--- src/rtl/wordle_guess_ctrl.sv ---
`default_nettype none
// +-----------------------------------------------------------------------------+
// | Module   : wordle_guess_ctrl                                                |
// | Function : Collects one guess row and scores it two-pass against target.    |
// |            Optional macro WORDLE_HARD_MODE_EN keeps known greens enforced.  |
// | Revision : 1.0  initial release                                             |
// +-----------------------------------------------------------------------------+
module wordle_guess_ctrl #(
  parameter int MAX_GUESSES = 6
) (
  input  logic        Clk,
  input  logic        reset,
  input  logic        letter_valid,
  input  logic [4:0]  letter,
  input  logic        del,
  input  logic        submit,
  input  logic        new_game,
  input  logic [24:0] target,
  output logic [2:0]  row,
  output logic [2:0]  col,
  output logic [24:0] guess_word,
  output logic [9:0]  score,
  output logic        score_valid,
  output logic        reject,
  output logic        busy,
  output logic        win,
  output logic        lose
);

  localparam logic [2:0] c_LAST_ROW = 3'(MAX_GUESSES - 1);

  typedef enum logic [2:0] {
    S_ENTRY  = 3'd0,
    S_GREEN  = 3'd1,
    S_YELLOW = 3'd2,
    S_REPORT = 3'd3,
    S_WON    = 3'd4,
    S_LOST   = 3'd5
  } state_t;

  state_t      r_state;
  state_t      w_state_next;
  logic [2:0]  r_row;
  logic [2:0]  r_col;
  logic [24:0] r_guess;
  logic [9:0]  r_score;
  logic [4:0]  r_used;
  logic [2:0]  r_idx;
  logic        r_reject;

  logic [4:0]  w_g_letter;
  logic [4:0]  w_t_letter;
  logic [1:0]  w_score_cur;
  logic        w_found;
  logic [2:0]  w_j;
  logic        w_hard_bad;
  logic        w_submit_ok;

  always_comb begin
    w_g_letter  = '0;
    w_t_letter  = '0;
    w_score_cur = '0;
    for (int i = 0; i < 5; i++) begin
      if (r_idx == 3'(i)) begin
        w_g_letter  = r_guess[5*i +: 5];
        w_t_letter  = target[5*i +: 5];
        w_score_cur = r_score[2*i +: 2];
      end
    end
  end

  // Descending scan so the lowest unused matching position wins.
  always_comb begin
    w_found = 1'b0;
    w_j     = '0;
    for (int j = 4; j >= 0; j--) begin
      if (!r_used[j] && (target[5*j +: 5] == w_g_letter)) begin
        w_found = 1'b1;
        w_j     = 3'(j);
      end
    end
  end

`ifdef WORDLE_HARD_MODE_EN
  logic [4:0]  r_green_mask;
  logic [24:0] r_green_letters;
  logic [4:0]  w_diff;

  always_comb begin
    w_diff = '0;
    for (int i = 0; i < 5; i++) begin
      w_diff[i] = (r_guess[5*i +: 5] != r_green_letters[5*i +: 5]);
    end
    w_hard_bad = |(r_green_mask & w_diff);
  end

  always_ff @(posedge Clk or posedge reset) begin
    if (reset) begin
      r_green_mask    <= '0;
      r_green_letters <= '0;
    end else if (((r_state == S_WON) || (r_state == S_LOST)) && new_game) begin
      r_green_mask    <= '0;
      r_green_letters <= '0;
    end else if (r_state == S_REPORT) begin
      for (int i = 0; i < 5; i++) begin
        if (r_score[2*i +: 2] == 2'b11) begin
          r_green_mask[i]           <= 1'b1;
          r_green_letters[5*i +: 5] <= r_guess[5*i +: 5];
        end
      end
    end
  end
`else
  assign w_hard_bad = 1'b0;
`endif

  assign w_submit_ok = (r_col == 3'd5) && !w_hard_bad;

  always_ff @(posedge Clk or posedge reset) begin
    if (reset) r_state <= S_ENTRY;
    else       r_state <= w_state_next;
  end

  always_comb begin
    w_state_next = r_state;
    busy         = 1'b0;
    score_valid  = 1'b0;
    win          = 1'b0;
    lose         = 1'b0;
    case (r_state)
      S_ENTRY:  if (!del && submit && w_submit_ok) w_state_next = S_GREEN;
      S_GREEN: begin
        busy = 1'b1;
        if (r_idx == 3'd4) w_state_next = S_YELLOW;
      end
      S_YELLOW: begin
        busy = 1'b1;
        if (r_idx == 3'd4) w_state_next = S_REPORT;
      end
      S_REPORT: begin
        score_valid = 1'b1;
        if (r_score == 10'h3FF)       w_state_next = S_WON;
        else if (r_row == c_LAST_ROW) w_state_next = S_LOST;
        else                          w_state_next = S_ENTRY;
      end
      S_WON: begin
        win = 1'b1;
        if (new_game) w_state_next = S_ENTRY;
      end
      S_LOST: begin
        lose = 1'b1;
        if (new_game) w_state_next = S_ENTRY;
      end
      default: w_state_next = S_ENTRY;
    endcase
  end

  always_ff @(posedge Clk or posedge reset) begin
    if (reset) begin
      r_row    <= '0;
      r_col    <= '0;
      r_guess  <= '0;
      r_score  <= '0;
      r_used   <= '0;
      r_idx    <= '0;
      r_reject <= 1'b0;
    end else begin
      r_reject <= 1'b0;
      case (r_state)
        S_ENTRY: begin
          if (del) begin
            if (r_col != 3'd0) begin
              r_col <= r_col - 3'd1;
              for (int i = 0; i < 5; i++) begin
                if (r_col == 3'(i + 1)) r_guess[5*i +: 5] <= 5'd0;
              end
            end
          end else if (submit) begin
            if (w_submit_ok) begin
              r_used  <= '0;
              r_score <= '0;
              r_idx   <= '0;
            end else begin
              r_reject <= 1'b1;
            end
          end else if (letter_valid && (r_col < 3'd5) && (letter <= 5'd25)) begin
            r_col <= r_col + 3'd1;
            for (int i = 0; i < 5; i++) begin
              if (r_col == 3'(i)) r_guess[5*i +: 5] <= letter;
            end
          end
        end
        S_GREEN: begin
          if (w_g_letter == w_t_letter) begin
            for (int i = 0; i < 5; i++) begin
              if (r_idx == 3'(i)) begin
                r_score[2*i +: 2] <= 2'b11;
                r_used[i]         <= 1'b1;
              end
            end
          end
          r_idx <= (r_idx == 3'd4) ? 3'd0 : r_idx + 3'd1;
        end
        S_YELLOW: begin
          if (w_score_cur != 2'b11) begin
            for (int i = 0; i < 5; i++) begin
              if (r_idx == 3'(i)) r_score[2*i +: 2] <= w_found ? 2'b10 : 2'b01;
              if (w_found && (w_j == 3'(i))) r_used[i] <= 1'b1;
            end
          end
          r_idx <= (r_idx == 3'd4) ? 3'd0 : r_idx + 3'd1;
        end
        S_REPORT: begin
          if ((r_score != 10'h3FF) && (r_row != c_LAST_ROW)) begin
            r_row   <= r_row + 3'd1;
            r_col   <= '0;
            r_guess <= '0;
          end
        end
        S_WON, S_LOST: begin
          if (new_game) begin
            r_row   <= '0;
            r_col   <= '0;
            r_guess <= '0;
            r_score <= '0;
          end
        end
        default: ;
      endcase
    end
  end

  assign row        = r_row;
  assign col        = r_col;
  assign guess_word = r_guess;
  assign score      = r_score;
  assign reject     = r_reject;

endmodule
`default_nettype wire
--- config.mk ---
export PLATFORM = sky130hd
export DESIGN_NAME = wordle_guess_ctrl
export DESIGN_NICKNAME = d
export VERILOG_FILES = /design/src/rtl/wordle_guess_ctrl.sv
export SDC_FILE = /design/constraint.sdc
export NUM_CORES = 1
export LEC_CHECK = 0
export CELL_PAD_IN_SITES_DETAIL_PLACEMENT = 1
export CELL_PAD_IN_SITES_GLOBAL_PLACEMENT = 2
export CORE_MARGIN = 4
export CORE_UTILIZATION = 31
export DETAILED_ROUTE_END_ITERATION = 7
export PLACE_DENSITY_LB_ADDON = 0.1
export SYNTH_ARGS = -nofsm -noshare
export SYNTH_HDL_FRONTEND = slang
export SYNTH_SLANG_ARGS = --single-unit
export TNS_END_PERCENT = 1
--- constraint.sdc ---
create_clock -name Clk -period 4 [get_ports Clk]
set_clock_uncertainty 0.1 [all_clocks]
set_input_delay 0.4 -clock Clk [delete_from_list [all_inputs] [get_ports Clk]]
set_output_delay 0.4 -clock Clk [all_outputs]
set_load 0.01 [all_outputs]
==> results of run 1 <==
[sequential cells by signal (all words and copies together) (netlist names)]
register and flops:
r_state 3, r_used 5, reject 1, col 3, guess_word 25, r_idx 3
score 10, row 3
[cells in the final DEF, fill, tap and decap left out, types with 10 or more instances in the layout]
cell	n
sky130_fd_sc_hd__clkdlybuf4s50_1	81
sky130_fd_sc_hd__dfrtp_1	53
sky130_fd_sc_hd__a21oi_1	32
sky130_fd_sc_hd__nor2_1	27
sky130_fd_sc_hd__nand2_1	26
sky130_fd_sc_hd__mux2_2	25
sky130_fd_sc_hd__o21ai_0	22
sky130_fd_sc_hd__inv_1	20
sky130_fd_sc_hd__nor3_1	17
sky130_fd_sc_hd__xnor2_1	14
sky130_fd_sc_hd__ha_1	12
sky130_fd_sc_hd__and3_1	10
sky130_fd_sc_hd__nand2b_1	10
[metrics by stage]
step           total power, W  hold slack, ns
2_1_floorplan         0.00272           0.363
3_3_place_gp          0.00361           0.398
3_5_place_dp          0.00366           0.413
4_1_cts               0.00415           0.429
5_1_grt               0.00446           0.462
6_report              0.00409           0.410
[power groups by stage]
stage	clock [W]	sequential, W	combinational, W
final	0.000460	0.00103	0.00261
after global placement	0	0.00103	0.00258
after floorplan	0	0.00101	0.00171
after detailed placement	0	0.00104	0.00262
after global routing	0.000497	0.00106	0.00290
after CTS	0.000480	0.00103	0.00264
[logic make-up after synthesis]
logic type,Yosys count,synth area share
simple gates,140,0.202
compound gates,137,0.246
flops,53,0.340
buf+inv,43,0.0517
mux,28,0.0800
xor+xnor,17,0.0382
fa+ha+maj,13,0.0417
[per-layer routing]
layer,GRT usage,vias to the layer above,wire (um)
met5,0,-,0
met4,0.0322,0,119
met3,0.0316,8,401
met2,0.292,62,5980
met1,0.273,1793,6640
li1,-,1743,-
[cell type report]
class / instances / area, um^2 / area share
tap: 168 / 210 / 0.0419
inverter: 21 / 78.8 / 0.0157
clock inverter: 3 / 28.8 / 0.00573
multi-input combinational: 335 / 2370 / 0.472
clock buffer: 5 / 125 / 0.0249
sequential: 53 / 1330 / 0.264
timing repair buffer: 90 / 878 / 0.175
[critical path, delay by kind of cell, from the launching register on]
kind                       cells  cell delay [ns]
AOI/OAI and AO/OA              3             1.15
buffers and inverters          1             0.09
and+or+nand+nor                4             0.96
xor gates and xnor gates       1             0.17
DFF                            1             0.42
adders and majority gates      1             0.63
[worst max path at each step]
stage | from | end | slack (ns) | cells past startpoint
2_1_floorplan | r_idx[2] | score[4] | 0.88 | 12
3_3_place_gp | r_idx[0] | score[4] | 0.42 | 10
3_5_place_dp | r_idx[0] | score[2] | 0.34 | 10
4_1_cts | r_idx[0] | score[2] | 0.30 | 10
5_1_grt | r_idx[1] | score[2] | 0.03 | 10
6_report | r_idx[1] | score[4] | 0.38 | 10
==> results.rst, run 1 <==
.. list-table::
   :header-rows: 1

   * - Metric
     - Value
   * - Netlist Area Pre-Place
     - around 0.0039 mm^2
   * - Worst path arrival time
     - approximately 3.7 ns
   * - Worst min path class
     - in -> async
   * - Delay contributed by the slowest stage of the critical path
     - 0.63 ns
   * - Peak clock frequency supported by timing
     - 276 MHz
   * - Outcome
     - completed
   * - Remaining Overflow, GRT
     - 0
   * - Max-slew violation count
     - 0
   * - Routed WL per cell
     - about 19 um
   * - Dpl cell area
     - about 0.0049 mm^2
   * - Fill cell instance count of the final layout
     - about 1,400
   * - Area share of the largest cell type after synthesis
     - 0.340
   * - Net switching power of the design
     - around 0.0019 W
   * - Via count of the first global-routing pass
     - about 3,800
   * - Post-route cell area
     - 0.00502 mm^2
   * - Setup slack, reg-to-reg
     - between 0.3 and 0.4 ns
   * - Sum of negative setup slack
     - 0 ns
   * - Number of setup buffers added after CTS
     - 0
   * - Dominant cells by area after synthesis
     - sky130_fd_sc_hd__dfrtp_1 (34%), sky130_fd_sc_hd__mux2_2 (7.2%), sky130_fd_sc_hd__ha_1 (4.2%)
   * - Final cycle utilization of the critical path
     - 0.905
   * - Placer Congestion
     - just over 0.8
   * - Via count of the routed design
     - 3,606
   * - Critical path launch point type
     - flop
   * - Gate Count Post-Synth
     - 431
   * - Leak
     - 2.07 nW
   * - Layout Area Growth over Synthesis
     - 28.8%
   * - Peak ir drop on the vdd network
     - approximately 0.38 mV
   * - Placed Instances
     - 667
   * - Syn_nets
     - 480
   * - Worst setup margin
     - 0.381 ns
   * - Fraction of layout instances using a drive strength above 1
     - 0.120
   * - Critical path peak fanout
     - 23
   * - Antenna diodes
     - 0
   * - Width of the die
     - ~120 um
   * - Critical register-to-register path endpoint
     - score[4]
   * - Worst-path cell chain
     - inv_1, ha_1, a21oi_1, a221oi_1, nor2_1, xnor2_1, or4_4, nand4_4, nor4_2, a221o_1
   * - Root buffer cell
     - sky130_fd_sc_hd__clkbuf_16
   * - Post-synth top cells
     - sky130_fd_sc_hd__dfrtp_1 (53), sky130_fd_sc_hd__a21oi_1 (32), sky130_fd_sc_hd__nor2_1 (27), sky130_fd_sc_hd__nand2_1 (26), sky130_fd_sc_hd__mux2_2 (25)
   * - Clock tree from TritonCTS
     - built
   * - Clock Power Share
     - 0.112
   * - Pin count of the biggest net entering global routing
     - 31
   * - Combined global-route utilization of all metal layers
     - 0.187
   * - Library cell with the largest summed area after synthesis
     - sky130_fd_sc_hd__dfrtp_1
   * - Share of synthesized area occupied by flip-flops and latches
     - 0.340
   * - Asr flop ratio synth
     - 1.00
   * - Setup slack after placement
     - 0.338 ns
   * - Switching Share
     - 0.464
   * - Synth Warn #
     - 0
   * - Part of the total power dissipated in sequential elements
     - 0.251
   * - Effective utilization at floorplan
     - 0.320
   * - Clock transition at the registers of the reported paths
     - approximately 0.080 ns
   * - Maximum Capacitance Violations
     - 0
   * - Time the final worst path needs with I/O delays and setup
     - 3.62 ns
   * - Total detailed-routing wirelength
     - 13.1 mm
   * - H-tree depth
     - 2
   * - Start-to-end type of the worst setup path
     - reg -> reg
   * - Post-route antenna net violation count
     - 0
   * - Total power divided by cell area
     - ~820 mW/mm^2
   * - Unrepaired setup endpoints after global routing
     - false
   * - I/O pins
     - slightly above 80
   * - Nature of the critical path endpoint
     - flop
   * - Post-detailed-placement half-perimeter wirelength
     - 10.2 mm
   * - Synth Area per Inst
     - approximately 9 um^2
   * - Non-filler cells, final
     - approximately 680
   * - Number of buffers added on ports
     - between 80 and 90
   * - Worst-Margin Slew
     - around 0.74 ns
   * - Relative slew slack
     - 0.508
   * - Number of rows created at floorplan
     - 40
   * - Vias per std cell
     - around 5.3
   * - Flip-flop and latch count after synthesis
     - 53
   * - Num CTS Buffers
     - 5
   * - Detailed-route DRC error count
     - 0
   * - Number of enable flip-flop cells after synthesis
     - 0
   * - CTS Hold Buffers Added
     - 0
   * - Combinational share of power
     - 0.637
   * - CTS max path bufs
     - 2
   * - Wire length of the first global-routing pass
     - 21.4 mm
   * - Final Core Density
     - 0.413
   * - Synth cell types
     - 60
   * - Crit path required time
     - 4.09 ns
   * - Number of antenna violations at the first check in global routing
     - 0
   * - R2R cell count
     - 10
   * - Library cell contributing the largest single delay on the critical path
     - sky130_fd_sc_hd__ha_1
   * - Count of instances resized after the clock tree is built
     - 0
   * - Most common cell in the netlist
     - sky130_fd_sc_hd__dfrtp_1
   * - Length of the first detailed-routing pass in iterations
     - 4
   * - Launching point of the worst reg2reg path
     - r_idx[1]
   * - Area of the die
     - 0.0144 mm^2
   * - Number of hold-slack violations in the final timing report
     - 0
   * - CORE AREA
     - roughly 0.012 mm^2
   * - Clock insertion delay at the later pin of the skew report
     - about 0.3 ns
   * - Iteration-0 DRC count of the detailed router
     - between 150 and 200
   * - Height of the chip
     - ~120 um
   * - Leading register cell type out of synthesis
     - sky130_fd_sc_hd__dfrtp_1
   * - Clock tree sinks
     - 53
   * - Layout Nets
     - 555
   * - Total internal power
     - around 0.0022 W
   * - Final setup violation count
     - 0
No activity file was read; power rests on OpenSTA's default activity.
==> run 2: changes to the inputs <==
Settings changed: SLEW_MARGIN set to 20.
==> results of run 2 <==
Same layout as run 1: the final DEF is identical, and so are final timing and power.
